`src/rtl/instr_fetch_pkg.sv`:
```
// Shared constants and helpers for the MIPS instruction fetch stage.
package instr_fetch_pkg;

  localparam logic [31:0] NOP              = 32'h0000_0000;
  localparam logic [31:0] RESET_PC_DEFAULT = 32'h0000_0000;

  function automatic logic [31:0] next_word(input logic [31:0] pc);
    return pc + 32'd4;
  endfunction

endpackage

```
`src/rtl/instr_fetch_if.sv`:
```
// Instruction-memory request/response bus between fetch (master) and memory (slave).
interface instr_fetch_if;

  logic        imem_req;
  logic [31:0] imem_addr;
  logic [31:0] imem_rdata;
  logic        imem_rvalid;

  modport master (output imem_req, imem_addr, input imem_rdata, imem_rvalid);
  modport slave  (input imem_req, imem_addr, output imem_rdata, imem_rvalid);

endinterface

```
`src/rtl/instr_fetch_branch_target.sv`:
```
// Redirect target for the instruction in ID: JR/JALR, then J/JAL, then taken branch.
module instr_fetch_branch_target
  import instr_fetch_pkg::*;
(
  input  logic [31:0] pc_id_i,
  input  logic [25:0] instr_index_i,
  input  logic [31:0] jr_pc_i,
  input  logic        jump_reg_i,
  input  logic        jump_target_i,
  input  logic        jump_branch_i,
  output logic [31:0] target_o
);

  logic [31:0] pc_plus4;
  logic [31:0] branch_offset;

  assign pc_plus4      = next_word(pc_id_i);
  assign branch_offset = {{14{instr_index_i[15]}}, instr_index_i[15:0], 2'b00};

  always_comb begin
    target_o = pc_plus4;
    if (jump_reg_i) begin
      target_o = jr_pc_i;
    end else if (jump_target_i) begin
      target_o = {pc_plus4[31:28], instr_index_i, 2'b00};
    end else if (jump_branch_i) begin
      target_o = pc_plus4 + branch_offset;
    end
  end

endmodule

```
`src/rtl/instr_fetch.sv`:
```
// Instruction fetch stage: keeps the fetch PC, issues one imem request at a time
// and feeds decode, honouring stall and single-delay-slot redirects.
module instr_fetch
  import instr_fetch_pkg::*;
#(
  parameter logic [31:0] RESET_PC = RESET_PC_DEFAULT
) (
  input  logic          clk,
  input  logic          rst,
  input  logic          stall,
  input  logic          jump_branch,
  input  logic          jump_target,
  input  logic          jump_reg,
  input  logic [31:0]   jr_pc,
  instr_fetch_if.master imem,
  output logic [31:0]   instr_id,
  output logic [31:0]   pc_id,
  output logic          valid_id
);

  typedef enum logic [1:0] {S_START, S_WAIT, S_HOLD} state_e;

  state_e      state_q, state_d;
  logic [31:0] pc_fetch_q, pc_fetch_d;
  logic [31:0] hold_q, hold_d;
  logic [31:0] instr_id_q, instr_id_d;
  logic [31:0] pc_id_q, pc_id_d;
  logic        valid_id_q, valid_id_d;
  logic        redirect_pending_q, redirect_pending_d;
  logic [31:0] redirect_pc_q, redirect_pc_d;

  logic [31:0] target;
  logic        redirect;
  logic        issue;
  logic [31:0] issue_addr;

  instr_fetch_branch_target u_branch_target (
    .pc_id_i       (pc_id_q),
    .instr_index_i (instr_id_q[25:0]),
    .jr_pc_i       (jr_pc),
    .jump_reg_i    (jump_reg),
    .jump_target_i (jump_target),
    .jump_branch_i (jump_branch),
    .target_o      (target)
  );

  assign redirect = valid_id_q & ~stall & (jump_reg | jump_target | jump_branch);

  always_comb begin
    state_d            = state_q;
    pc_fetch_d         = pc_fetch_q;
    hold_d             = hold_q;
    instr_id_d         = instr_id_q;
    pc_id_d            = pc_id_q;
    valid_id_d         = valid_id_q;
    redirect_pending_d = redirect_pending_q;
    redirect_pc_d      = redirect_pc_q;
    issue              = 1'b0;
    issue_addr         = redirect ? target
                       : (redirect_pending_q ? redirect_pc_q : next_word(pc_fetch_q));

    // pc_fetch_q still names the outstanding or held word until the next issue
    unique case (state_q)
      S_START: begin
        issue      = 1'b1;
        issue_addr = RESET_PC;
        state_d    = S_WAIT;
      end
      S_WAIT: begin
        if (imem.imem_rvalid) begin
          if (stall) begin
            hold_d  = imem.imem_rdata;
            state_d = S_HOLD;
          end else begin
            instr_id_d = imem.imem_rdata;
            pc_id_d    = pc_fetch_q;
            valid_id_d = 1'b1;
            issue      = 1'b1;
          end
        end else if (!stall) begin
          instr_id_d = NOP;
          valid_id_d = 1'b0;
        end
      end
      S_HOLD: begin
        if (!stall) begin
          instr_id_d = hold_q;
          pc_id_d    = pc_fetch_q;
          valid_id_d = 1'b1;
          issue      = 1'b1;
          state_d    = S_WAIT;
        end
      end
      default: state_d = S_START;
    endcase

    // A redirect that cannot issue now waits for the delay slot to return
    if (issue) begin
      pc_fetch_d         = issue_addr;
      redirect_pending_d = 1'b0;
    end else if (redirect) begin
      redirect_pending_d = 1'b1;
      redirect_pc_d      = target;
    end
  end

  always_ff @(posedge clk) begin
    if (rst) begin
      state_q            <= S_START;
      pc_fetch_q         <= RESET_PC;
      hold_q             <= NOP;
      instr_id_q         <= NOP;
      pc_id_q            <= 32'h0;
      valid_id_q         <= 1'b0;
      redirect_pending_q <= 1'b0;
      redirect_pc_q      <= 32'h0;
    end else begin
      state_q            <= state_d;
      pc_fetch_q         <= pc_fetch_d;
      hold_q             <= hold_d;
      instr_id_q         <= instr_id_d;
      pc_id_q            <= pc_id_d;
      valid_id_q         <= valid_id_d;
      redirect_pending_q <= redirect_pending_d;
      redirect_pc_q      <= redirect_pc_d;
    end
  end

  assign imem.imem_req  = issue & ~rst;
  assign imem.imem_addr = rst ? RESET_PC : (issue ? issue_addr : pc_fetch_q);
  assign instr_id       = instr_id_q;
  assign pc_id          = pc_id_q;
  assign valid_id       = valid_id_q;

endmodule

```
`src/flat_wrapper.sv`:
```
// flat-port wrapper written by rule: the top's interface ports become plain ports
module instr_fetch_flat import instr_fetch_pkg::*;
#(
  parameter logic [31:0] RESET_PC = RESET_PC_DEFAULT
)
  (clk, rst, stall, jump_branch, jump_target, jump_reg, jr_pc, instr_id, pc_id, valid_id, imem_imem_req, imem_imem_addr, imem_imem_rdata, imem_imem_rvalid);
  instr_fetch_if imem_i ();
  input  logic clk;
  input  logic rst;
  input  logic stall;
  input  logic jump_branch;
  input  logic jump_target;
  input  logic jump_reg;
  input  logic [31:0] jr_pc;
  output logic [31:0] instr_id;
  output logic [31:0] pc_id;
  output logic valid_id;
  output wire logic [$bits(imem_i.imem_req)-1:0] imem_imem_req;
  output wire logic [$bits(imem_i.imem_addr)-1:0] imem_imem_addr;
  input wire logic [$bits(imem_i.imem_rdata)-1:0] imem_imem_rdata;
  input wire logic [$bits(imem_i.imem_rvalid)-1:0] imem_imem_rvalid;
  assign imem_imem_req = imem_i.imem_req;
  assign imem_imem_addr = imem_i.imem_addr;
  assign imem_i.imem_rdata = imem_imem_rdata;
  assign imem_i.imem_rvalid = imem_imem_rvalid;
  instr_fetch #(.RESET_PC(RESET_PC)) u_core (.clk(clk), .rst(rst), .stall(stall), .jump_branch(jump_branch), .jump_target(jump_target), .jump_reg(jump_reg), .jr_pc(jr_pc), .imem(imem_i), .instr_id(instr_id), .pc_id(pc_id), .valid_id(valid_id));
endmodule
```
`config.mk`:
```
export PLATFORM = sky130hd
export DESIGN_NAME = instr_fetch_flat
export DESIGN_NICKNAME = d
export VERILOG_FILES = /design/src/rtl/instr_fetch_pkg.sv /design/src/rtl/instr_fetch_if.sv /design/src/rtl/instr_fetch_branch_target.sv /design/src/rtl/instr_fetch.sv /design/src/flat_wrapper.sv
export SDC_FILE = /design/constraint.sdc
export NUM_CORES = 1
export LEC_CHECK = 0
export CAP_MARGIN = 10
export CORE_MARGIN = 4
export CORE_UTILIZATION = 49
export DETAILED_ROUTE_END_ITERATION = 8
export HOLD_SLACK_MARGIN = 0.12
export PLACE_DENSITY = 0.83
export SLEW_MARGIN = 25
export SYNTH_ARGS = -nofsm -noshare
export SYNTH_HDL_FRONTEND = slang
export SYNTH_SLANG_ARGS = --single-unit
```
`constraint.sdc`:
```
create_clock -name clk -period 3.6 [get_ports clk]
set_input_delay 0.36 -clock clk [delete_from_list [all_inputs] [get_ports clk]]
set_output_delay 0.36 -clock clk [all_outputs]
set_load 0.03 [all_outputs]
```
==> impl_metrics.csv <==
group,metric,value,unit
floorplan,die-area,23400,um2
routing,vias,13000,
critical_path,path_buf_inv,2,
sta,clock.fmax,212,MHz
clock_tree,clock_latency,0.44,ns
cells_and_area,fin_util,78.7,%
global_route,grtUsageTotal,34.0,%
yosys,synth-seq-area-share,31.9,%
sta,slew_headroom,55.2,%
sta,period_share,131,%
floorplan,die_w,153,um
critical_path,cp-start-kind,"flop",
critical_path,path_max_fanout,4,
global_route,grt_max_degree,71,
floorplan,start_util,50.4,%
clock_tree,numClockSinks,164,
yosys,post-synth-top-area-cell,"dfxtp_1",
sta,hold_violations,0,
critical_path,worstPathRequired,3.24,ns
yosys,synthTopCellsByCount,"nand2_1 (272), a21oi_1 (172), dfxtp_1 (164), nor2_1 (158), clkbuf_1 (82)",
global_route,grt_pass1_wl,64600,um
sta,setup_viol,51,
pwr,total_power,5.50,mW
clock_tree,cts_htree_levels,4,
critical_path,critPathSlowestCell,"o41a_1",
placed_design,dpl.cell_count,1964,
critical_path,arrival,4.37,ns
floorplan,io_pins,169,
sta,worst_pin_slew,0.672,ns
yosys,synth_edf_count,0,
cells_and_area,diodes,0,
placed_design,gp_congestion,1.03,
placed_design,io_buffers,168,
critical_path,cpPeakStageDelay,0.48,ns
job,cap_violations,0,
global_route,grt_pass1_vias,12200,
yosys,synth_cell_type_count,75,
critical_path,path_delay_family,"simple AND/OR/NAND/NOR gates",
sta,slew_violations,0,
floorplan,rows,52,
clock_tree,clkTransAtPathRegs,0.07,ns
clock_tree,cts_buffer_depth,2,
sta,rsz0062_at_grt,"yes",
placed_design,dpl-instance-area,13800,um2
yosys,ys_seq_elements,164,
yosys,yosysWarnings,0,
cells_and_area,drive_above_1_share,29.5,%
yosys,synth-main-ff-cell,"dfxtp_1",
yosys,synth_area,10300,um2
routing,drtIter0Drc,1632,
critical_path,worst_path_most_repeated_cell,"and3_4",
cells_and_area,final_cells,2051,
global_route,grt-ovfl-total,0,
pwr,ir_worst_vdd,373,uV
yosys,syn-num-nets,1544,
sta,setup_tns,-22.00,ns
pwr,p_leak,6.27,nW
critical_path,crit_type,"reg2out",
yosys,avgSynthCellArea,7.19,um2
critical_path,endpoint_kind,"output port",
sta,worst_slack,-1.13,ns
yosys,netlist_instances,1430,
yosys,synth_top_cell_area_share,31.9,%
floorplan,die_height,153,um
routing,routed_wl,46200,um
placed_design,hpwl,28800,um
clock_tree,cts_buffers,17,
sta,fin_hold_ws,0.285,ns
outcome,outcome,"complete, but fails checks",
floorplan,core,20400,um2
clock_tree,clock-root-buffer,"clkbuf_16",
sta,period_minus_slack,4.73,ns
global_route,antenna_found_initial,0,
routing,ant_nets,0,
outcome,violations,"setup timing",
clock_tree,cts_tree,"done",
placed_design,pre_cts_ws,-0.460,ns
cells_and_area,final_cell_area,16100,um2
routing,viasPerCell,6.34,
routing,wl_per_cell,22.5,um
yosys,synth_most_common_cell,"nand2_1",
cells_and_area,fin_nets,1882,
routing,drcViolationCount,0,
pwr,power_density,342,nW/um2
yosys,synth_area_leaders,"dfxtp_1 (32%), nand2_1 (9.9%), a21oi_1 (8.4%), nor2_1 (5.8%), ha_1 (5.1%)",
clock_tree,ctsHoldBuffers,0,
critical_path,path_cells,"and3_4 -> and3_4 -> and3_4 -> xor2_4 -> ha_4 -> and3_4 -> buf_4 -> or3b_1 -> a211oi_2 -> nor2_2 -> a21oi_2 -> xor2_1 -> nor2_1 -> o41a_1 -> o21ai_4 -> buf_12",
cells_and_area,area_growth,56.3,%
yosys,async_reset_ff_share,0,%
sta,fin_skew,0.0133,ns
worst_hold_path,hold_class,"in2reg",
routing,first_pass_iters,6,
==> worst register-to-register path, delay by kind of cell (launching register included) <==
| kind | cells | cell delay, ns |
|---|---|---|
| simple gates | 7 | 1.41 |
| compound gates | 4 | 1.16 |
| xor+xnor | 2 | 0.51 |
| flops | 1 | 0.39 |
| fa+ha+maj | 1 | 0.22 |
| buf+inv | 1 | 0.11 |
==> cells by family (layout without fill, tap and decap cells) <==
family / after synthesis / in the layout / share of synthesized area [%]
muxes: 9 / 9 / 0.888
buffers and inverters: 130 / 481 / 4.83
and+or+nand+nor: 570 / 570 / 24.0
xor gates and xnor gates: 69 / 69 / 5.87
DFF: 164 / 164 / 31.9
AOI/OAI and AO/OA: 445 / 445 / 27.2
adders and majority gates: 43 / 43 / 5.30
==> placed cells by master (no fill, tap or decap), types with 10 or more instances in the layout <==
master and count:
nor3_1 16, o21ai_0 54, buf_12 27, xnor2_1 22
ha_1 22, nand3_1 23, clkdlybuf4s50_1 134, o21a_1 11
buf_4 233, nand2_1 262, a21oi_2 21, a22oi_1 19
xor2_1 26, buf_6 23, o21ai_1 18, clkbuf_16 18
ha_4 17, a21o_1 12, nor2_1 139, nor2_4 10
o21ai_2 10, inv_1 24, a21oi_1 150, dfxtp_1 145
o211ai_1 11, xnor2_2 11, dfxtp_4 15, a211oi_1 41
nand4_1 18
==> registers in the layout, summed over array words and instances, names as in the netlist <==
| name | cells |
|---|---|
| u_core.hold_q | 32 |
| u_core.instr_id | 32 |
| u_core.pc_fetch_q | 32 |
| u_core.pc_id | 32 |
| u_core.redirect_pc_q | 32 |
| u_core.redirect_pending_q | 1 |
| u_core.state_q | 2 |
| u_core.valid_id | 1 |
==> power by group <==
part	internal, mW	total, mW	switching [mW]
clock network	0.986	1.80	0.812
registers	1.91	2.05	0.141
logic	0.683	1.65	0.970
total	3.58	5.50	1.92
==> routing by layer <==
metal / share of wire, % / GRT usage, % / wire, um / up-vias
li1: - / - / - / 5731
met2: 46 / 55.5 / 21400 / 936
met3: 11 / 8.06 / 5130 / 276
met5: 0 / 0 / 0 / -
met4: 7.8 / 21.6 / 3610 / 0
met1: 35 / 40.3 / 16000 / 6067
==> area by class of cell <==
class                      instances  area, um2
clock buffer                      20        447
clock inverter                    12        120
fill                            1274       4350
inverter                          30        116
multi-input combinational       1136       7790
sequential                       164       3340
tap                              270        338
timing repair buffer             419       3920
==> final timing paths <==
kind / startpoint / endpoint / slack (ns) / cells after the start
worst max-delay path: u_core.pc_id[2] / imem_imem_addr[20] / -1.13 / 16
worst min-delay path: rst / u_core.hold_q[26] / 0.28 / 2
worst max register to register: u_core.pc_id[2] / u_core.pc_fetch_q[20] / -0.28 / 15
worst min register to register: u_core.hold_q[30] / u_core.hold_q[30] / 0.46 / 2
==> what timing repair did <==
action	CTS	global route
resized for setup	118	127
pin swaps	71	95
endpoints found under the setup margin	34	45
buffers inserted	31	29
Note: power is estimated with default switching activity, not from simulation.
